===== src/rtl/telem_pkg.sv =====
// Shared definitions for the UART telemetry framer.
//   state_t     : framer FSM states
//   DEF_HDR*/DEF_TRL* : default header ("a","b") and trailer (CR, LF) bytes
//   pos_t       : widest sequence-position field (NUM_BYTES=32 with checksum)
//   pos_width() : position-counter width for a given payload size
package telem_pkg;

  typedef enum logic [2:0] {
    ST_IDLE,
    ST_LOAD,
    ST_SEND,
    ST_GUARD,
    ST_WAIT,
    ST_DONE
  } state_t;

  localparam logic [7:0] DEF_HDR0 = 8'h61;
  localparam logic [7:0] DEF_HDR1 = 8'h62;
  localparam logic [7:0] DEF_TRL0 = 8'h0D;
  localparam logic [7:0] DEF_TRL1 = 8'h0A;

  localparam int unsigned POS_W_MAX = 6;
  typedef logic [POS_W_MAX-1:0] pos_t;

  function automatic int unsigned pos_width(input int unsigned num_bytes);
    return $clog2(num_bytes + 5);
  endfunction

endpackage


===== src/rtl/telem_period_tick.sv =====
// Free-running frame-period counter.
//   clk, rst : system clock, synchronous active-high reset
//   tick_o   : one-cycle pulse when the counter reaches PERIOD_CYC-1 (then wraps to 0)
// PERIOD_CYC = 0 disables the tick entirely (trigger-only operation).
module telem_period_tick #(
  parameter int unsigned PERIOD_CYC = 10_000_000
) (
  input  logic clk,
  input  logic rst,
  output logic tick_o
);

  localparam bit          EN   = (PERIOD_CYC != 0);
  localparam int unsigned CW   = (PERIOD_CYC > 1) ? $clog2(PERIOD_CYC) : 1;
  localparam int unsigned LAST = EN ? (PERIOD_CYC - 1) : 0;

  logic [CW-1:0] cnt;
  logic          at_last;

  assign at_last = (cnt == CW'(LAST));

  always_ff @(posedge clk) begin
    if (rst) begin
      cnt <= '0;
    end else if (EN) begin
      if (at_last) cnt <= '0;
      else         cnt <= cnt + 1'b1;
    end
  end

  assign tick_o = EN && at_last;

endmodule


===== src/rtl/uart_telemetry_framer.sv =====
// Periodic / triggered telemetry frame generator for a byte-wide UART TX.
// Snapshots the payload when a frame is requested, then sends
//   HDR0 HDR1 payload[0..NUM_BYTES-1] [checksum] TRL0 TRL1
// pacing each byte on the transmitter's busy flag.
// Optional build macro: TELEM_CHECKSUM_EN inserts a two's-complement
// checksum byte (header + payload + checksum sums to 8'h00).
// Ports:
//   clk, rst      : system clock, synchronous active-high reset
//   payload_i     : payload, byte k at [8k+7:8k], byte 0 sent first
//   trig_i        : one-cycle request for an immediate frame
//   tx_busy_i     : UART transmitter busy
//   tx_start_o    : one-cycle load strobe for the UART
//   tx_data_o     : byte to send, held until the next tx_start_o
//   frame_busy_o  : frame in progress
//   frame_done_o  : one-cycle pulse after the last trailer byte completes
//   overrun_o     : sticky, a request arrived while a frame was in progress
module uart_telemetry_framer
  import telem_pkg::*;
#(
  parameter int unsigned NUM_BYTES  = 5,
  parameter int unsigned PERIOD_CYC = 10_000_000,
  parameter logic [7:0]  HDR0       = DEF_HDR0,
  parameter logic [7:0]  HDR1       = DEF_HDR1,
  parameter logic [7:0]  TRL0       = DEF_TRL0,
  parameter logic [7:0]  TRL1       = DEF_TRL1
) (
  input  logic                   clk,
  input  logic                   rst,
  input  logic [8*NUM_BYTES-1:0] payload_i,
  input  logic                   trig_i,
  input  logic                   tx_busy_i,
  output logic                   tx_start_o,
  output logic [7:0]             tx_data_o,
  output logic                   frame_busy_o,
  output logic                   frame_done_o,
  output logic                   overrun_o
);

  localparam int unsigned POS_W = pos_width(NUM_BYTES);
`ifdef TELEM_CHECKSUM_EN
  localparam int unsigned CK_POS  = NUM_BYTES + 2;
  localparam int unsigned TRL_POS = NUM_BYTES + 3;
`else
  localparam int unsigned TRL_POS = NUM_BYTES + 2;
`endif
  localparam int unsigned LAST_POS = TRL_POS + 1;

  state_t                 state, state_next;
  logic [POS_W-1:0]       pos;
  logic [8*NUM_BYTES-1:0] snap;
  logic [7:0]             seq_byte;
  logic                   tick, req, accept, last_pos;

`ifdef TELEM_CHECKSUM_EN
  logic [7:0] ck_sum;
`endif

  telem_period_tick #(.PERIOD_CYC(PERIOD_CYC)) u_tick (
    .clk   (clk),
    .rst   (rst),
    .tick_o(tick)
  );

  // A tick and a trigger in the same cycle collapse into one request.
  assign req      = tick | trig_i;
  assign accept   = req && (state == ST_IDLE);
  assign last_pos = (pos == POS_W'(LAST_POS));

  // State register
  always_ff @(posedge clk) begin
    if (rst) state <= ST_IDLE;
    else     state <= state_next;
  end

  // Next-state logic
  always_comb begin
    state_next = state;
    case (state)
      ST_IDLE:  if (req) state_next = ST_LOAD;
      ST_LOAD:  state_next = ST_SEND;
      ST_SEND:  if (!tx_busy_i) state_next = ST_GUARD;
      // TX raises busy one cycle after start, so busy is not trusted here.
      ST_GUARD: state_next = ST_WAIT;
      ST_WAIT:  if (!tx_busy_i) state_next = last_pos ? ST_DONE : ST_LOAD;
      ST_DONE:  state_next = ST_IDLE;
      default:  state_next = ST_IDLE;
    endcase
  end

  // Outputs decoded from state
  always_comb begin
    tx_start_o   = (state == ST_SEND) && !tx_busy_i;
    frame_busy_o = state inside {ST_LOAD, ST_SEND, ST_GUARD, ST_WAIT};
    frame_done_o = (state == ST_DONE);
  end

  // Byte selected by the current sequence position
  always_comb begin
    seq_byte = TRL1;
    if (pos == '0)                seq_byte = HDR0;
    if (pos == POS_W'(1))         seq_byte = HDR1;
    if (pos == POS_W'(TRL_POS))   seq_byte = TRL0;
`ifdef TELEM_CHECKSUM_EN
    if (pos == POS_W'(CK_POS))    seq_byte = 8'h00 - ck_sum;
`endif
    for (int unsigned k = 0; k < NUM_BYTES; k++) begin
      if (pos == POS_W'(k + 2)) seq_byte = snap[8*k +: 8];
    end
  end

  // Snapshot, position, data register, overrun flag
  always_ff @(posedge clk) begin
    if (rst) begin
      snap      <= '0;
      pos       <= '0;
      tx_data_o <= '0;
      overrun_o <= 1'b0;
    end else begin
      if (req && (state != ST_IDLE)) overrun_o <= 1'b1;
      if (accept) begin
        snap <= payload_i;
        pos  <= '0;
      end
      if (state == ST_LOAD) tx_data_o <= seq_byte;
      if ((state == ST_WAIT) && !tx_busy_i && !last_pos) pos <= pos + 1'b1;
    end
  end

`ifdef TELEM_CHECKSUM_EN
  // Running sum: seeded with the header, each payload byte added as it is loaded.
  always_ff @(posedge clk) begin
    if (rst) begin
      ck_sum <= '0;
    end else if (accept) begin
      ck_sum <= HDR0 + HDR1;
    end else if ((state == ST_LOAD) && (pos >= POS_W'(2)) && (pos < POS_W'(CK_POS))) begin
      ck_sum <= ck_sum + seq_byte;
    end
  end
`endif

endmodule

===== config.mk =====
export PLATFORM = sky130hd
export DESIGN_NAME = uart_telemetry_framer
export DESIGN_NICKNAME = d
export VERILOG_FILES = /design/src/rtl/telem_pkg.sv /design/src/rtl/telem_period_tick.sv /design/src/rtl/uart_telemetry_framer.sv
export SDC_FILE = /design/constraint.sdc
export NUM_CORES = 1
export LEC_CHECK = 0
export CORE_MARGIN = 1
export CORE_UTILIZATION = 49
export DETAILED_ROUTE_END_ITERATION = 10
export PLACE_DENSITY = 0.7
export SLEW_MARGIN = 20
export SYNTH_ARGS = -nofsm -noshare
export SYNTH_HDL_FRONTEND = slang
export SYNTH_SLANG_ARGS = --single-unit

===== constraint.sdc =====
create_clock -name clk -period 2.2 [get_ports clk]
set_input_delay 0.33 -clock clk [delete_from_list [all_inputs] [get_ports clk]]
set_output_delay 0.33 -clock clk [all_outputs]
set_load 0.005 [all_outputs]

-- After elaboration in Yosys (flattened, before gate mapping)
Cells that the tools add are included.
- register bits: 80
- output and inout bits: 12
- $add $sub $neg: 2
- equal/unequal tests: 17
- muxes and demuxes: 15
- bitwise operators: 1
- reductions and logical operators: 14
- operators by type and width (kind ; count):
    2-to-1 mux 8 bit ; 7
    adder 24 x 1 -> 24 bit, second input constant ; 1
    == test 24 bit, second input constant ; 1
    == test 4 x 3 -> 1 bit, second input constant ; 4
    one-hot mux 3 bit (5 select lines) ; 1
    2-to-1 mux 3 bit ; 4
    == test 4 x 2 -> 1 bit, second input constant ; 2
    2-to-1 mux 4 bit ; 2
    2-to-1 mux 7 bit ; 1
    == test 3 x 2 -> 1 bit, second input constant ; 2
    == test 3 bit, second input constant ; 2
    inequality test 2 bit, second input constant ; 3
    logical AND 1 bit ; 5
    adder 4 x 1 -> 4 bit, second input constant ; 1
    == test 4 x 1 -> 1 bit, second input constant ; 1
    == test 4 bit, second input constant ; 1
    zero test 4 bit ; 1
    nonzero test 4 bit ; 1
    == test 3 x 1 -> 1 bit, second input constant ; 1
    zero test 3 bit ; 1
    AND reduction 3 bit ; 1
    nonzero test 3 bit ; 1
    zero test 1 bit ; 2
    nonzero test 2 bit ; 1
    other kinds (2) ; 2

-- Depth between registers and ports, before layout
Gate-level depths: netlist (run 1).
- depth after elaboration: 9
- mapped depth: 8
- gate-level depth less buffers: 7

-- Modules after synthesis
A second synthesis (run 1) with hierarchy kept.
- cell total of the unflattened synthesis: 481
- area total of the unflattened synthesis: 3842.4 µm²
- by module, submodules not included (module ; times used ; cells an instance ; area each (µm²)):
    uart_telemetry_framer ; 1 ; 348 ; 2738.9
    telem_period_tick ; 1 ; 133 ; 1103.6

-- Least setup slack after synthesis (run 1)
Ideal clock, no wire load.
- path kind: flip-flop to flip-flop
- start point: register pos[0]
- end point: register pos[2]
- setup time: 116 ps
- data arrival time: 1679 ps
- data required time: 2084 ps
- path slack: 405 ps
- stages on the path, launching flop included: 7
- period minus slack after synthesis: 1795 ps
- cells stage by stage: dfxtp_1 inv_1 ha_1 and3b_1 nor4_1 nand2_1 a31o_2
- word-level cells in the longest chain between the ends: 4
- ends and longest elaborated chain (what ; RTL line ; RTL):
    start: declaration ; uart_telemetry_framer.sv:49 ; logic [POS_W-1:0] pos;
    start signal: assignment ; uart_telemetry_framer.sv:125 ; if ((state == ST_WAIT) && !tx_busy_i && !last_pos) pos <= pos + 1'b1;
    parallel branches: the longest is 4 deep, another holds adder 4 x 1 -> 4 bit ; - ;
Parallel ways; which one is timed is not known.
A chain may end at the register's enable or synchronous reset.

-- Worst setup path after layout (run 1)
- start point: register state[1]
- end point: output tx_start_o
- word-level cells in the longest chain between the ends: 2
- ends and longest elaborated chain (what ; RTL line ; RTL):
    start: declaration ; uart_telemetry_framer.sv:48 ; state_t state, state_next;
    start signal: assignment ; uart_telemetry_framer.sv:72 ; else state <= state_next;
    == test 3 x 2 -> 1 bit ; uart_telemetry_framer.sv:92 ; tx_start_o = (state == ST_SEND) && !tx_busy_i;
    logical AND 1 bit ; uart_telemetry_framer.sv:92 ;
    end: declaration ; uart_telemetry_framer.sv:32 ; output logic tx_start_o,
No other way between the ends.

==> out/qor.yml, run 1 <==
place:
  place_congestion: 0.847
  io_buffers: 55
  placed_area_mm2: 0.00461
  post-place-cells: 614
  dp_hpwl_um: 6200
routing:
  routedWlPerCell_um: 13.7
  drtIter0Drc: 166
  via_per_inst: 5.38
  drt-total-wl_um: 8600
  ant_nets: 0
  first_pass_iters: 5
  route.detailed.drc: 0
  vias: 3376
die:
  fp.coreArea_mm2: 0.00769
  initial_core_util_pct: 50.5
  ios: 56
  die_w_um: 91.0
  die_h_um: 91.0
  rows: 32
  dieArea_mm2: 0.00829
sta:
  setup_violations: 0
  fin_crit_ps: 2040
  tns_ps: 0
  hold_viol: 0
  relSlewSlack_pct: 67.8
  max_freq_mhz: 489
  clock_skew_ps: 10.2
  final.period_utilization_pct: 92.9
  rsz0062_at_grt: "no"
  maxSlewViolCount: 0
  tightestPinTransition_ps: 479
global_route:
  grt_first_pass_wirelength_um: 14800
  antenna_found_initial: 0
  grt_remaining_overflow: 0
  grt_pass1_vias: 3186
  grtUsageTotal_pct: 22.1
  grt_start_max_net_pins: 29
yosys:
  synth_top_area_share_pct: 41.2
  syn_inst: 470
  yosysWarnings: 0
  yosysTopAreaCell: "dfxtp_1"
  syn_nets: 519
  seq_area_frac_synth_pct: 41.2
  yosysMostFrequentCell: "nand2_1"
  synthArstFlopShare_pct: 0
  netlist_area_mm2: 0.00388
  synth-edff-count: 0
  avgSynthCellArea_um2: 8.26
  yosys-top-cells-count: "nand2_1 (98), dfxtp_1 (80), nor2_1 (42), mux2i_1 (37), clkbuf_1 (23)"
  synth_seq_cells: 80
  synth-main-ff-cell: "dfxtp_1"
  ys_top_cells_by_area: "dfxtp_1 (41%), mux2i_1 (9.5%), nand2_1 (9.5%)"
  synth.distinct_cells: 56
final_layout:
  n_antenna_cell: 0
  final_layout_size_suffix_gt1_share_pct: 7.79
  area_growth_pct: 24.3
  final_area_mm2: 0.00483
  n_fill_cell: 707
  final_nets: 572
  final_cells: 628
  postLayoutCoreUtil_pct: 62.8
cts:
  cts_resized: 0
  cts_tree: "done"
  htreeDepth: 3
  insertion_delay_ps: 350
  clockBufferDepth: 2
  cts_made_buffers: 9
  cts.clk_slew.worst_paths_ps: 80
  cts.sink_count: 80
  cts_setup_buffers: 0
  cts_root_buf: "clkbuf_8"
  hold_buffers: 0
worst_setup_path:
  critPathCaptureType: "output port"
  worstPathRequired_ps: 1870
  critPathLaunchType: "register"
  cpMaxStageDelayCell: "dfxtp_1"
  critPathTopFamily: "flip-flops"
  critPathBufInv: 1
  worstPathCellList: "nor4b_1 -> clkdlybuf4s50_1"
  cpPeakStageDelay_ps: 550
  crit_type: "register to output port"
  cp_max_fo: 12
  cp_data_arrival_time_ps: 1710
pwr:
  power.density_mw_per_mm2: 700
  fin_total_pwr_w: 0.00338
  ir_drop_mv: 0.439
  p_leak_nw: 1.96
job:
  drv_cap: 0
worst_hold_path:
  hold_path.class: "register to register"
run_status:
  outcome: "completed"
## flip-flops by register name, summed over array words and instances, names as in the netlist
register,count
snap,40
state,3
tx_data_o,8
u_tick.cnt,24
pos,4
overrun_o,1
## report_power, final
group,switching [W],internal [W]
clock,0.000505,0.000741
combinational,0.000243,0.000274
sequential,0.0000656,0.00155
## area by class of cell
| type | count | area [µm²] | share of cell area, % |
|---|---|---|---|
| Multi-Input combinational cell | 344 | 2100 | 43.5 |
| Sequential cell | 80 | 1600 | 33.2 |
| Timing Repair Buffer | 76 | 733 | 15.2 |
| Clock buffer | 10 | 128 | 2.64 |
| Tap cell | 102 | 128 | 2.64 |
| Clock inverter | 4 | 95.1 | 1.97 |
| Inverter | 12 | 45.0 | 0.933 |
## per-stage QoR
stage / hold slack [ps] / worst slack (ps)
3_5_place_dp: 452 / 268
2_1_floorplan: 433 / 405
6_report: 461 / 157
4_1_cts: 466 / 139
5_1_grt: 477 / 26.1
3_3_place_gp: 444 / 334
## layout by cell type (no fill, tap or decap), drive strengths merged, types with 5 or more instances in the layout
| master | Yosys | routed |
|---|---|---|
| nor4 | 7 | 7 |
| ha | 5 | 5 |
| inv | 12 | 12 |
| clkdlybuf4s50 | 0 | 55 |
| nor2 | 42 | 42 |
| buf | 11 | 21 |
| and3 | 6 | 6 |
| xnor2 | 15 | 15 |
| o21ai | 14 | 14 |
| dfxtp | 80 | 80 |
| nand3 | 15 | 15 |
| a211o | 5 | 5 |
| xor2 | 9 | 9 |
| nor3 | 14 | 14 |
| a21oi | 17 | 17 |
| mux2i | 37 | 37 |
| o211ai | 5 | 5 |
| clkbuf | 23 | 10 |
| nand2 | 99 | 99 |
## per-layer routing
layer	track usage [%]	wire length (µm)
met2	34.7	3900
met5	0	0
met3	4.02	447
met4	7.94	122
met1	30.3	4130
## cell families (layout without fill, tap and decap cells)
| group | after synthesis | count (layout) | synth area share (%) |
|---|---|---|---|
| DFF | 80 | 80 | 41.2 |
| and+or+nand+nor | 211 | 211 | 25.4 |
| adders and majority gates | 5 | 5 | 1.61 |
| xor gates and xnor gates | 24 | 24 | 5.41 |
| muxes | 37 | 37 | 9.54 |
| buffers and inverters | 46 | 102 | 5.03 |
| AOI/OAI and AO/OA | 67 | 67 | 11.8 |
## worst reg2reg max path: cells and delay by family, from the launching register on
family	cells	cell delay (ps)
AOI/OAI and AO/OA	1	170
adders and majority gates	1	250
buffers and inverters	1	250
DFF	1	390
muxes	1	140
and+or+nand+nor	3	640
## worst paths after layout
check                                              start               endpoint  slack (ps)  cells past startpoint
worst min register to register     snap[36]$_SDFFE_PP0P_  snap[36]$_SDFFE_PP0P_         460                      2
worst max register to register  u_tick.cnt[0]$_SDFF_PP0_  snap[32]$_SDFFE_PP0P_         230                      7
worst max-delay path               state[1]$_SDFFE_PP0P_             tx_start_o         160                      2
worst min-delay path               snap[36]$_SDFFE_PP0P_  snap[36]$_SDFFE_PP0P_         460                      2
Note: power is estimated with default switching activity, not from simulation.
==> inputs of run 2 (changes only) <==
--- a/config.mk
+++ b/config.mk
@@ -7,6 +7,7 @@
 export LEC_CHECK = 0
 export CORE_MARGIN = 1
 export CORE_UTILIZATION = 49
+export CTS_CLUSTER_SIZE = 8
 export DETAILED_ROUTE_END_ITERATION = 10
 export PLACE_DENSITY = 0.7
 export SLEW_MARGIN = 20
==> results of run 2 <==
Final layout, timing and power as in run 1 (identical DEF).
==> inputs of run 3 (changes only) <==
--- a/config.mk
+++ b/config.mk
@@ -10,6 +10,7 @@
 export CTS_CLUSTER_SIZE = 8
 export DETAILED_ROUTE_END_ITERATION = 10
 export PLACE_DENSITY = 0.7
+export SETUP_SLACK_MARGIN = 0.15
 export SLEW_MARGIN = 20
 export SYNTH_ARGS = -nofsm -noshare
 export SYNTH_HDL_FRONTEND = slang
==> run 3 against run 2 <==
Compared with the run above: cell area grew 0.39%; global-route usage unchanged; final cell count unchanged; largest cell class unchanged.
==> out/qor.yml, run 3 (synthesis results as in run 1) <==
die:
  die_w_um: 91.0
  fp.coreArea_mm2: 0.00769
  initial_core_util_pct: 50.5
  rows: 32
  dieArea_mm2: 0.00829
  die_h_um: 91.0
  ios: 56
place:
  post-place-cells: 614
  place_congestion: 0.847
  place_ws_ps: 268
  dp_hpwl_um: 6200
  io_buffers: 55
  placed_area_mm2: 0.00461
routing:
  route.detailed.drc: 0
  drt-total-wl_um: 8670
  via_per_inst: 5.41
  first_pass_iters: 5
  routedWlPerCell_um: 13.8
  ant_nets: 0
  drtIter0Drc: 206
  vias: 3398
job:
  drv_cap: 0
cts:
  htreeDepth: 3
  cts_root_buf: "clkbuf_8"
  clockBufferDepth: 2
  cts_setup_buffers: 0
  cts_made_buffers: 9
  cts_tree: "done"
  cts.sink_count: 80
  cts.clk_slew.worst_paths_ps: 80
  insertion_delay_ps: 340
worst_hold_path:
  hold_path.class: "register to register"
worst_setup_path:
  critPathCaptureType: "register"
  cpMaxStageDelayCell: "dfxtp_1"
  worstPathCellList: "ha_2 -> and2_1 -> nand2_2 -> nor4_4 -> o21ai_4 -> buf_4 -> mux2i_1"
  critPathLaunchType: "register"
  worstPathRequired_ps: 2430
  cp_data_arrival_time_ps: 2170
  crit_type: "register to register"
  cpPeakStageDelay_ps: 390
  cp_max_fo: 13
sta:
  fin_crit_ps: 1950
  tightestPinTransition_ps: 477
  relSlewSlack_pct: 68.0
  timing.final.ws_setup_ps: 252
  maxSlewViolCount: 0
  tns_ps: 0
  setup_violations: 0
  fin_hold_ws_ps: 461
  clock_skew_ps: 9.31
  max_freq_mhz: 513
  rsz0062_at_grt: "yes"
  final.period_utilization_pct: 88.5
  hold_viol: 0
final_layout:
  final_common_cell: "nand2_1"
  final_layout_size_suffix_gt1_share_pct: 9.13
  top_register: "snap"
  final_nets: 572
  final_area_mm2: 0.00485
  n_antenna_cell: 0
  n_fill_cell: 704
  final_cell_mix: "nand2_1 (98), dfxtp_1 (78), clkdlybuf4s50_1 (55)"
  regArea_mm2: 0.00160
  area_growth_pct: 24.8
  multi_input_area_mm2: 0.00211
  largest_reg_flops: 40
  final_cells: 628
  top_regs: "snap x40, u_tick.cnt x24, tx_data_o x8"
global_route:
  grt_start_max_net_pins: 29
  antenna_found_initial: 0
  grtUsageTotal_pct: 22.1
  grt_remaining_overflow: 0
  grt_first_pass_wirelength_um: 14800
  grt_pass1_vias: 3186
pwr:
  p_leak_nw: 1.96
  ir_drop_mv: 0.439
  power.density_mw_per_mm2: 698
run_status:
  outcome: "completed"
run 3: changes by cell type in the layout (fill, tap and decap cells not counted):
cell     previous run  this run
ha_2                0         4
dfxtp_2             0         2
dfxtp_1            80        78
ha_1                5         1
nor4b_1             2         1
nor4b_2             0         1
run 3: final timing paths:
| path | start | end | slack, ps | cells after the start |
|---|---|---|---|---|
| setup / recovery | u_tick.cnt[0]$_SDFF_PP0_ | snap[32]$_SDFFE_PP0P_ | 250 | 7 |
| hold / removal | snap[36]$_SDFFE_PP0P_ | snap[36]$_SDFFE_PP0P_ | 460 | 2 |
| setup reg to reg | u_tick.cnt[0]$_SDFF_PP0_ | snap[32]$_SDFFE_PP0P_ | 250 | 7 |
| hold reg to reg | snap[36]$_SDFFE_PP0P_ | snap[36]$_SDFFE_PP0P_ | 460 | 2 |
run 3: layer usage:
layer	up-vias	share of wire [%]	global-route usage [%]
li1	1716	-	-
met1	1579	48	30.3
met2	95	46	34.7
met3	8	5.2	4.02
met4	0	1.4	7.94
met5	-	0	0
run 3: cell type report:
| class | instances | area share [%] |
|---|---|---|
| multi-input cells | 344 | 43.6 |
| clock inverters | 4 | 1.96 |
| repair buffers | 76 | 15.1 |
| well taps | 102 | 2.63 |
| inverters | 12 | 0.929 |
| flip-flops and latches | 80 | 33.1 |
| clock buffers | 10 | 2.63 |
run 3: critical path: cells and delay by family (launching register included):
family                   cells  cell delay, ps
multiplexers                 1             140
adder cells (fa/ha/maj)      1             240
flip-flops                   1             390
AND/OR/NAND/NOR              3             630
buffers and inverters        1             250
AO/OA/AOI/OAI                1             170
run 3: per-stage QoR:
stage / utilization (%) / power (W)
2_1_floorplan: - / 0.00194
3_3_place_gp: 59.9 / 0.00216
3_5_place_dp: 59.9 / 0.00217
4_1_cts: 62.8 / 0.00341
5_1_grt: 63.1 / 0.00354
6_report: 63.1 / 0.00338
run 3: where the power goes:
group / total (W) / internal, W / switching, W
clock: 0.00125 / 0.000741 / 0.000505
sequential: 0.00162 / 0.00155 / 0.0000659
combinational: 0.000519 / 0.000275 / 0.000244
run 3: timing repair:
item                                    CTS  global route
endpoints found under the hold margin     0             0
endpoints found under the setup margin    1            19
hold buffers                              0             0
gates resized for setup                   1             6
